==> src/rtl/bit_serializer.sv <==
// Parallel-to-serial front end: WIDTH-bit words in over valid/ready, MSB-first bit stream out.
// Build with SER_PARITY_EN to append an even-parity bit to every frame.
module bit_serializer #(
    parameter int WIDTH = 8,
    parameter int CNT_W = 4
) (
    input  logic             clk,
    input  logic             rst,
    input  logic [WIDTH-1:0] din,
    input  logic             din_valid,
    output logic             din_ready,
    input  logic             sout_en,
    output logic             sout,
    output logic             sout_valid,
    output logic             frame_start,
    output logic             busy
);

`ifdef SER_PARITY_EN
    typedef enum logic [1:0] {IDLE, SHIFT, PAR} state_t;
`else
    typedef enum logic [1:0] {IDLE, SHIFT} state_t;
`endif

    state_t           state, state_nxt;
    logic [WIDTH-1:0] shreg;
    logic [CNT_W-1:0] cnt;
    logic             first_r;
    logic             last;
    logic             accept;
`ifdef SER_PARITY_EN
    logic             par_r;
`endif

    assign busy = (state != IDLE);

    always_comb begin
        last        = 1'b0;
        state_nxt   = state;
        sout        = 1'b0;
        sout_valid  = 1'b0;
        frame_start = 1'b0;
        if (sout_en) begin
`ifdef SER_PARITY_EN
            last = (state == PAR);
`else
            last = (state == SHIFT) && (cnt == '0);
`endif
        end
        // Ready during the final bit lets the next word follow with no idle gap.
        din_ready = (state == IDLE) || last;
        accept    = din_valid && din_ready;
        case (state)
            IDLE: begin
                if (accept) state_nxt = SHIFT;
            end
            SHIFT: begin
                sout        = shreg[WIDTH-1];
                sout_valid  = sout_en;
                frame_start = sout_en && first_r;
                if (sout_en && (cnt == '0)) begin
`ifdef SER_PARITY_EN
                    state_nxt = PAR;
`else
                    state_nxt = accept ? SHIFT : IDLE;
`endif
                end
            end
`ifdef SER_PARITY_EN
            PAR: begin
                sout       = par_r;
                sout_valid = sout_en;
                if (sout_en) state_nxt = accept ? SHIFT : IDLE;
            end
`endif
            default: state_nxt = IDLE;
        endcase
    end

    always_ff @(posedge clk) begin
        if (!rst) begin
            state   <= IDLE;
            shreg   <= '0;
            cnt     <= '0;
            first_r <= 1'b0;
`ifdef SER_PARITY_EN
            par_r   <= 1'b0;
`endif
        end else begin
            state <= state_nxt;
            if (accept) begin
                shreg   <= din;
                cnt     <= CNT_W'(WIDTH - 1);
                first_r <= 1'b1;
`ifdef SER_PARITY_EN
                par_r   <= ^din;
`endif
            end else if ((state == SHIFT) && sout_en) begin
                shreg   <= {shreg[WIDTH-2:0], 1'b0};
                first_r <= 1'b0;
                if (cnt != '0) cnt <= cnt - CNT_W'(1);
            end
        end
    end

endmodule

==> config.mk <==
export PLATFORM = sky130hd
export DESIGN_NAME = bit_serializer
export DESIGN_NICKNAME = d
export VERILOG_FILES = /design/src/rtl/bit_serializer.sv
export SDC_FILE = /design/constraint.sdc
export NUM_CORES = 1
export LEC_CHECK = 0
export CORE_MARGIN = 5
export CORE_UTILIZATION = 51
export CTS_CLUSTER_DIAMETER = 50
export DETAILED_ROUTE_END_ITERATION = 10
export PLACE_DENSITY_LB_ADDON = 0.1
export SLEW_MARGIN = 20
export SYNTH_ARGS = -nofsm -noshare
export SYNTH_HDL_FRONTEND = slang
export SYNTH_SLANG_ARGS = --single-unit
==> constraint.sdc <==
create_clock -name clk -period 2.97 [get_ports clk]
set_input_delay 0.891 -clock clk [delete_from_list [all_inputs] [get_ports clk]]
set_output_delay 0.891 -clock clk [all_outputs]
set_load 0.01 [all_outputs]
Word-level counts from Yosys, hierarchy flattened
Index checks and enable logic that the tools add are counted.
W data, S select, Z words.
{"block": "op_classes", "add_sub_neg": 1, "n_eq_ne": 3, "n_mux": 15, "bitwise_logic": 1, "n_reduce_logical": 16}
{"operator": "$mux W8", "count": 2}
{"operator": "$mux W3", "count": 3}
{"operator": "$mux W1", "count": 7}
{"operator": "$reduce_and A2 Y1", "count": 3}
{"operator": "$reduce_bool A2 Y1", "count": 3}
{"operator": "$logic_and A1 B1 Y1", "count": 5}
{"operator": "$logic_not A4 Y1", "count": 1}
{"operator": "$mux W2", "count": 2}
{"operator": "$ne A2 B2 Y1 const B", "count": 2}
{"operator": "$pmux W2 S2", "count": 1}
{"operator": "$reduce_bool A4 Y1", "count": 1}
{"operator": "$sub A4 B1 Y4 const B", "count": 1}
{"operator": "$eq A2 B1 Y1 const B", "count": 1}
{"operator": "$logic_not A2 Y1", "count": 1}
{"operator": "$reduce_or A2 Y1", "count": 1}
{"operator": "$logic_or A1 B1 Y1", "count": 1}
{"operator": "$not A1 Y1", "count": 1}
{"block": "word_totals", "register_bits": 15, "input_bits": 12, "out_inout_bits": 5}

Depth between registers and ports, before layout
Gate-level depths: netlist of run 1.
{"block": "logic_depth", "depth_word": 8, "ltp_mapped": 7, "depth_no_buf": 5}

Worst setup path after synthesis of run 1
No wires, ideal clock.
{"block": "synth_path", "path_kind": "in2out", "from": "input sout_en", "to": "output din_ready", "arrival_time_ps": 1250, "required_ps": 2079, "setup_slack_ps": 829, "path_stages": 3, "n_path_buf": 1, "cell_sequence": "nand4bb_1 -> buf_6 -> nand2_1"}
{"block": "synth_via", "elab_chain_len": 2}
{"element": "start, declared", "line_no": "12", "text": "input logic sout_en,"}
{"element": "$mux W1", "line_no": "43", "text": "if (sout_en) begin"}
{"element": "$logic_or A1 B1 Y1", "line_no": "51", "text": "din_ready = (state == IDLE) || last;"}
{"element": "end, declared", "line_no": "11", "text": "output logic din_ready,"}
No other way between the ends.

Final worst setup path of run 1
{"block": "layout_path", "from": "input sout_en", "to": "output frame_start"}
{"block": "layout_via", "elab_chain_len": 2}
{"element": "$logic_and A1 B1 Y1", "line_no": "60", "text": "frame_start = sout_en && first_r;"}
{"element": "$mux W1", "line_no": "53", "text": "case (state)"}
{"element": "end, declared", "line_no": "15", "text": "output logic frame_start,"}
No other way between the ends.

==> results of run 1 <==
state kept, by name, indices dropped and copies added (netlist names):
register / count
first_r: 1
cnt: 4
state: 1
shreg: 8
routing by layer:
| layer | up-vias | track usage [%] |
|---|---|---|
| met4 | 0 | 5.38 |
| met3 | 2 | 4.43 |
| met5 | - | 0 |
| li1 | 338 | - |
| met1 | 321 | 25.1 |
| met2 | 21 | 25.5 |
tightest hold or removal path: stages (launching register included):
cell     delay (ps)
dfxtp_1         310
nand2_1          50
a21oi_1          50
final cells by class:
type,instances,area (sq um),area share (%)
Sequential cell,14,280,29.6
Tap cell,15,18.8,1.98
Timing Repair Buffer,21,194,20.5
Inverter,6,22.5,2.38
Clock buffer,4,36.3,3.83
Multi-Input combinational cell,53,395,41.7
what timing repair did:
action | in CTS | in global routing
setup endpoints to repair | 3 | 0
resized for setup | 3 | 0
buffers inserted | 0 | 0
where the power goes:
part | switching, mW | total [mW] | internal (mW)
Sequential | 0.0125 | 0.217 | 0.204
Combinational | 0.0479 | 0.0995 | 0.0515
Clock | 0.0645 | 0.139 | 0.0745
cell usage after synthesis, types with 2 or more instances:
master    number
a211oi_1      14
dfxtp_1       14
mux2i_1        7
inv_1          5
a21oi_1        3
nand2_1        3
o21ai_1        3
buf_6          2
clkbuf_1       2
ha_1           2
nor2_1         2
or3_1          2
worst max path at each step:
stage	start	end	slack, ps	depth (start not counted)
after detailed placement	sout_en	frame_start	-100	4
after CTS	sout_en	frame_start	160	4
after global routing	sout_en	frame_start	130	4
final	sout_en	frame_start	170	4
after floorplan	sout_en	din_ready	830	3
after global placement	sout_en	frame_start	-100	4
cell families (layout without fill, tap and decap cells):
family | Yosys count | after routing | share of synthesized area (%)
compound gates | 28 | 28 | 27.2
fa+ha+maj | 2 | 2 | 3.36
buf+inv | 12 | 31 | 9.40
flops | 14 | 14 | 37.6
mux | 7 | 7 | 9.40
simple gates | 16 | 16 | 13.1
per-stage QoR:
| step | std cells | total power, mW | cell area, sq um | hold slack [ps] | setup slack [ps] |
|---|---|---|---|---|---|
| 2_1_floorplan | 79 | 0.283 | 746 | 432 | 829 |
| 3_3_place_gp | 109 | 0.321 | 915 | 447 | -99.3 |
| 3_5_place_dp | 109 | 0.322 | 915 | 445 | -102 |
| 4_1_cts | 113 | 0.458 | 947 | 457 | 165 |
| 5_1_grt | 113 | 0.485 | 947 | 483 | 135 |
| 6_report | 113 | 0.455 | 947 | 456 | 168 |
==> flow_metrics.env, run 1 <==
export IMPL_status="completed"
export IMPL_min_delay_path_depth=2
export IMPL_synthesis_area_sq_um=746
export IMPL_synth_largest_area_cell="dfxtp_1"
export IMPL_cp_start_kind="input port"
export IMPL_cts_tree="built"
export IMPL_coreArea_sq_mm=0.00135
export IMPL_clk_path_buf_depth=2
export IMPL_cts_htree_levels=1
export IMPL_path_max_fanout=3
export IMPL_firstDrtPassIters=4
export IMPL_worst_pin_slew_ps=445
export IMPL_wirelength_mm=1.61
export IMPL_n_antenna_cell=0
export IMPL_final_cell_mix="14 x a211oi_1, 14 x dfxtp_1, 13 x clkdlybuf4s50_1"
export IMPL_grt_ovfl_total=0
export IMPL_antenna_found_initial=0
export IMPL_worstPathCellList="clkdlybuf4s50_1, buf_4, and3_1, dlygate4sd2_1"
export IMPL_clock_latency_ps=280
export IMPL_finalHoldViolCount=0
export IMPL_synth_area_top_cells="dfxtp_1 38%, a211oi_1 14%, mux2i_1 9.4%"
export IMPL_syn_avg_cell_area_sq_um=9.44
export IMPL_ys_ff_latch=14
export IMPL_dr_wl_met3_um=103
export IMPL_slowest_stage="clkdlybuf4s50_1"
export IMPL_r2r_end="shreg[4]"
export IMPL_syn_to_final_growth_pct=27.0
export IMPL_layout_nets=113
export IMPL_met1_length_um=772
export IMPL_ant_nets=0
export IMPL_cp_end_kind="output pin"
export IMPL_die_area_sq_mm=0.00233
export IMPL_dr_wl_met2_um=724
export IMPL_power_density_mw_per_mm2=481
export IMPL_cp_arrival_ps=1910
export IMPL_ys_seq_area_share_pct=37.6
export IMPL_fillers=114
export IMPL_cts_hold_buf=0
export IMPL_clk_pin_slew_ps=90
export IMPL_layout_drive_gt1_share_pct=12.2
export IMPL_clock_skew_ps=7.42
export IMPL_clockRootBuffer="clkbuf_4"
export IMPL_grt_pass1_vias=621
export IMPL_path_delay_family="buffers and inverters"
export IMPL_wire_per_inst_um=14.2
export IMPL_min_period_ps=2800
export IMPL_hold_start="first_r"
export IMPL_timing_rr_start="cnt[0]"
export IMPL_rows=13
export IMPL_dp_hpwl_mm=1.17
export IMPL_p_leak_nw=0.401
export IMPL_cts_buffers=3
export IMPL_drc=0
export IMPL_tns_ps=0
export IMPL_num_io_pins=17
export IMPL_gp_congestion=0.774
export IMPL_cts_sinks=14
export IMPL_critPathMaxStageDelay_ps=430
export IMPL_grtUsageTotal_pct=17.5
export IMPL_async_reset_ff_share_pct=0
export IMPL_timing_final_crit_share_pct=94.3
export IMPL_irDropWorstVdd_uv=324
export IMPL_fin_util_pct=70.2
export IMPL_crit_buf_inv=3
export IMPL_grt_pass1_wl_mm=2.86
export IMPL_synth_edff_count=0
export IMPL_die_w_um=48.2
export IMPL_netlist_cell_type_count=32
export IMPL_ys_warn_count=0
export IMPL_drt_iter0_drc=5
export IMPL_syn_inst=79
export IMPL_die_h_um=48.2
export IMPL_initial_core_util_pct=55.2
export IMPL_cp_required_ps=2080
export IMPL_finalMaxSlewViolations=0
export IMPL_synth_top_area_share_pct=37.6
export IMPL_highest_layer="met4"
export IMPL_grt_max_degree=15
export IMPL_synth_fp_nets=93
export IMPL_critPathKind="input port to output pin"
export IMPL_io_buffers=16
export IMPL_reg2regPathDepth=6
export IMPL_relSlewSlack_pct=70.3
export IMPL_drv_cap=0
export IMPL_hold_path_class="flop to flop"
export IMPL_num_vias=682
export IMPL_rsz0062_at_grt="no"
export IMPL_via_per_inst=6.04
export IMPL_min_to="first_r"
export IMPL_setup_violations=0
export IMPL_synth_ff_type="dfxtp_1"
export IMPL_fmax_ghz=0.357
export IMPL_reg2reg_slack_ps=1350
(Power assumes the default switching activity.)
==> run 2: changes to the inputs <==
--- a/config.mk
+++ b/config.mk
@@ -6,7 +6,8 @@
 export NUM_CORES = 1
 export LEC_CHECK = 0
 export CORE_MARGIN = 5
-export CORE_UTILIZATION = 51
+export CORE_UTILIZATION = 54
+export CTS_BUF_LIST = sky130_fd_sc_hd__clkbuf_8
 export CTS_CLUSTER_DIAMETER = 50
 export DETAILED_ROUTE_END_ITERATION = 10
 export PLACE_DENSITY_LB_ADDON = 0.1
==> run 2 against run 1 <==
Net effect: critical path depth did not move; count of clock-buffer cells in the layout is the same; highest routed layer is now met3; combinational power about the same; largest cell class unchanged; critical path type unchanged.
==> flow_metrics.env, run 2 (synthesized netlist as in run 1, its figures left out) <==
export IMPL_path_max_fanout=3
export IMPL_cts_tree="built"
export IMPL_fin_util_pct=74.2
export IMPL_relSlewSlack_pct=74.0
export IMPL_grtUsageTotal_pct=17.4
export IMPL_power_density_mw_per_mm2=518
export IMPL_clk_path_buf_depth=2
export IMPL_setup_violations=0
export IMPL_layout_drive_gt1_share_pct=12.2
export IMPL_grt_max_degree=15
export IMPL_largest_register_ff_count=8
export IMPL_firstDrtPassIters=2
export IMPL_clockRootBuffer="clkbuf_8"
export IMPL_worstPathCellList="clkdlybuf4s50_1, buf_4, and3_1, dlygate4sd2_1"
export IMPL_ant_nets=0
export IMPL_layout_nets=113
export IMPL_cp_end_kind="output pin"
export IMPL_coreArea_sq_mm=0.00130
export IMPL_tns_ps=0
export IMPL_critPathKind="input port to output pin"
export IMPL_dp_hpwl_mm=1.21
export IMPL_preCtsSetupSlack_ps=-94.5
export IMPL_finalWorstSetupSlack_ps=176
export IMPL_reg_largest_list="shreg (8), cnt (4)"
export IMPL_syn_to_final_growth_pct=29.5
export IMPL_critPathMaxStageDelay_ps=420
export IMPL_cp_required_ps=2080
export IMPL_min_period_ps=2790
export IMPL_wirelength_mm=1.67
export IMPL_die_w_um=47.2
export IMPL_wire_per_inst_um=14.8
export IMPL_finalHoldViolCount=0
export IMPL_cts_htree_levels=1
export IMPL_die_h_um=47.2
export IMPL_grt_pass1_vias=641
export IMPL_grt_ovfl_total=0
export IMPL_fmax_ghz=0.358
export IMPL_cts_buffers=3
export IMPL_total_power_mw=0.501
export IMPL_die_area_sq_mm=0.00222
export IMPL_num_vias=661
export IMPL_rows=13
export IMPL_post_cts_buffers=0
export IMPL_rsz0062_at_grt="no"
export IMPL_initial_core_util_pct=57.3
export IMPL_cp_start_kind="input port"
export IMPL_cts_sinks=14
export IMPL_worst_pin_slew_ps=389
export IMPL_drv_cap=0
export IMPL_hold_path_class="flop to flop"
export IMPL_timing_final_crit_share_pct=94.1
export IMPL_via_per_inst=5.85
export IMPL_top_register="shreg"
export IMPL_num_io_pins=17
export IMPL_clk_pin_slew_ps=60
export IMPL_clock_latency_ps=240
export IMPL_finalMaxSlewViolations=0
export IMPL_final_cell_mix="14 x a211oi_1, 14 x dfxtp_1, 13 x clkdlybuf4s50_1"
export IMPL_drc=0
export IMPL_status="completed"
export IMPL_clock_skew_ps=3.54
export IMPL_n_antenna_cell=0
export IMPL_grt_pass1_wl_mm=2.79
export IMPL_antenna_found_initial=0
export IMPL_slowest_stage="clkdlybuf4s50_1"
export IMPL_gp_congestion=0.771
export IMPL_irDropWorstVdd_uv=304
export IMPL_cp_arrival_ps=1900
export IMPL_fin_hold_ws_ps=462
export IMPL_p_leak_nw=0.409
export IMPL_io_buffers=16
export IMPL_drt_iter0_drc=9
[run 2: cell types whose count changed in the layout (fill, tap and decap cells not counted)]
| cell | before | now |
|---|---|---|
| clkbuf_8 | 1 | 4 |
| clkbuf_4 | 3 | 0 |
[run 2: path summary, 6_finish.rpt]
kind,start,endpoint,slack (ps),depth (start not counted)
max,sout_en,frame_start,180,4
min,first_r,first_r,460,2
max reg2reg,cnt[0],shreg[6],1340,6
min reg2reg,first_r,first_r,460,2
[run 2: where the power goes]
group | internal, mW | switching (mW)
registers | 0.205 | 0.0126
clock network | 0.117 | 0.0652
logic | 0.0518 | 0.0490
[run 2: area by class of cell]
| type | count | area, sq um |
|---|---|---|
| repair buffers | 21 | 194 |
| clock buffers | 4 | 55.1 |
| inverters | 6 | 22.5 |
| flip-flops and latches | 14 | 280 |
| well taps | 15 | 18.8 |
| fillers | 104 | 335 |
| multi-input cells | 53 | 395 |
[run 2: timing repair]
action,4_1_cts,5_1_grt
resized for setup,3,0
endpoints found under the setup margin,3,0
hold buffers,0,0
[run 2: metrics by stage]
step / cells / cell area (sq um)
2_1_floorplan: 79 / 746
3_3_place_gp: 109 / 915
3_5_place_dp: 109 / 915
4_1_cts: 113 / 966
5_1_grt: 113 / 966
6_report: 113 / 966
[run 2: metal layers]
metal  up-vias  track usage (%)  wire [um]
met2        11             29.8        798
met4         0             4.97          0
met5         -                0          0
met1       314             22.1        806
met3         0             3.45         65
li1        336                -          -
[run 2: critical path, delay by kind of cell]
family	cells	cell delay, ps
simple gates	1	160
buf+inv	3	850
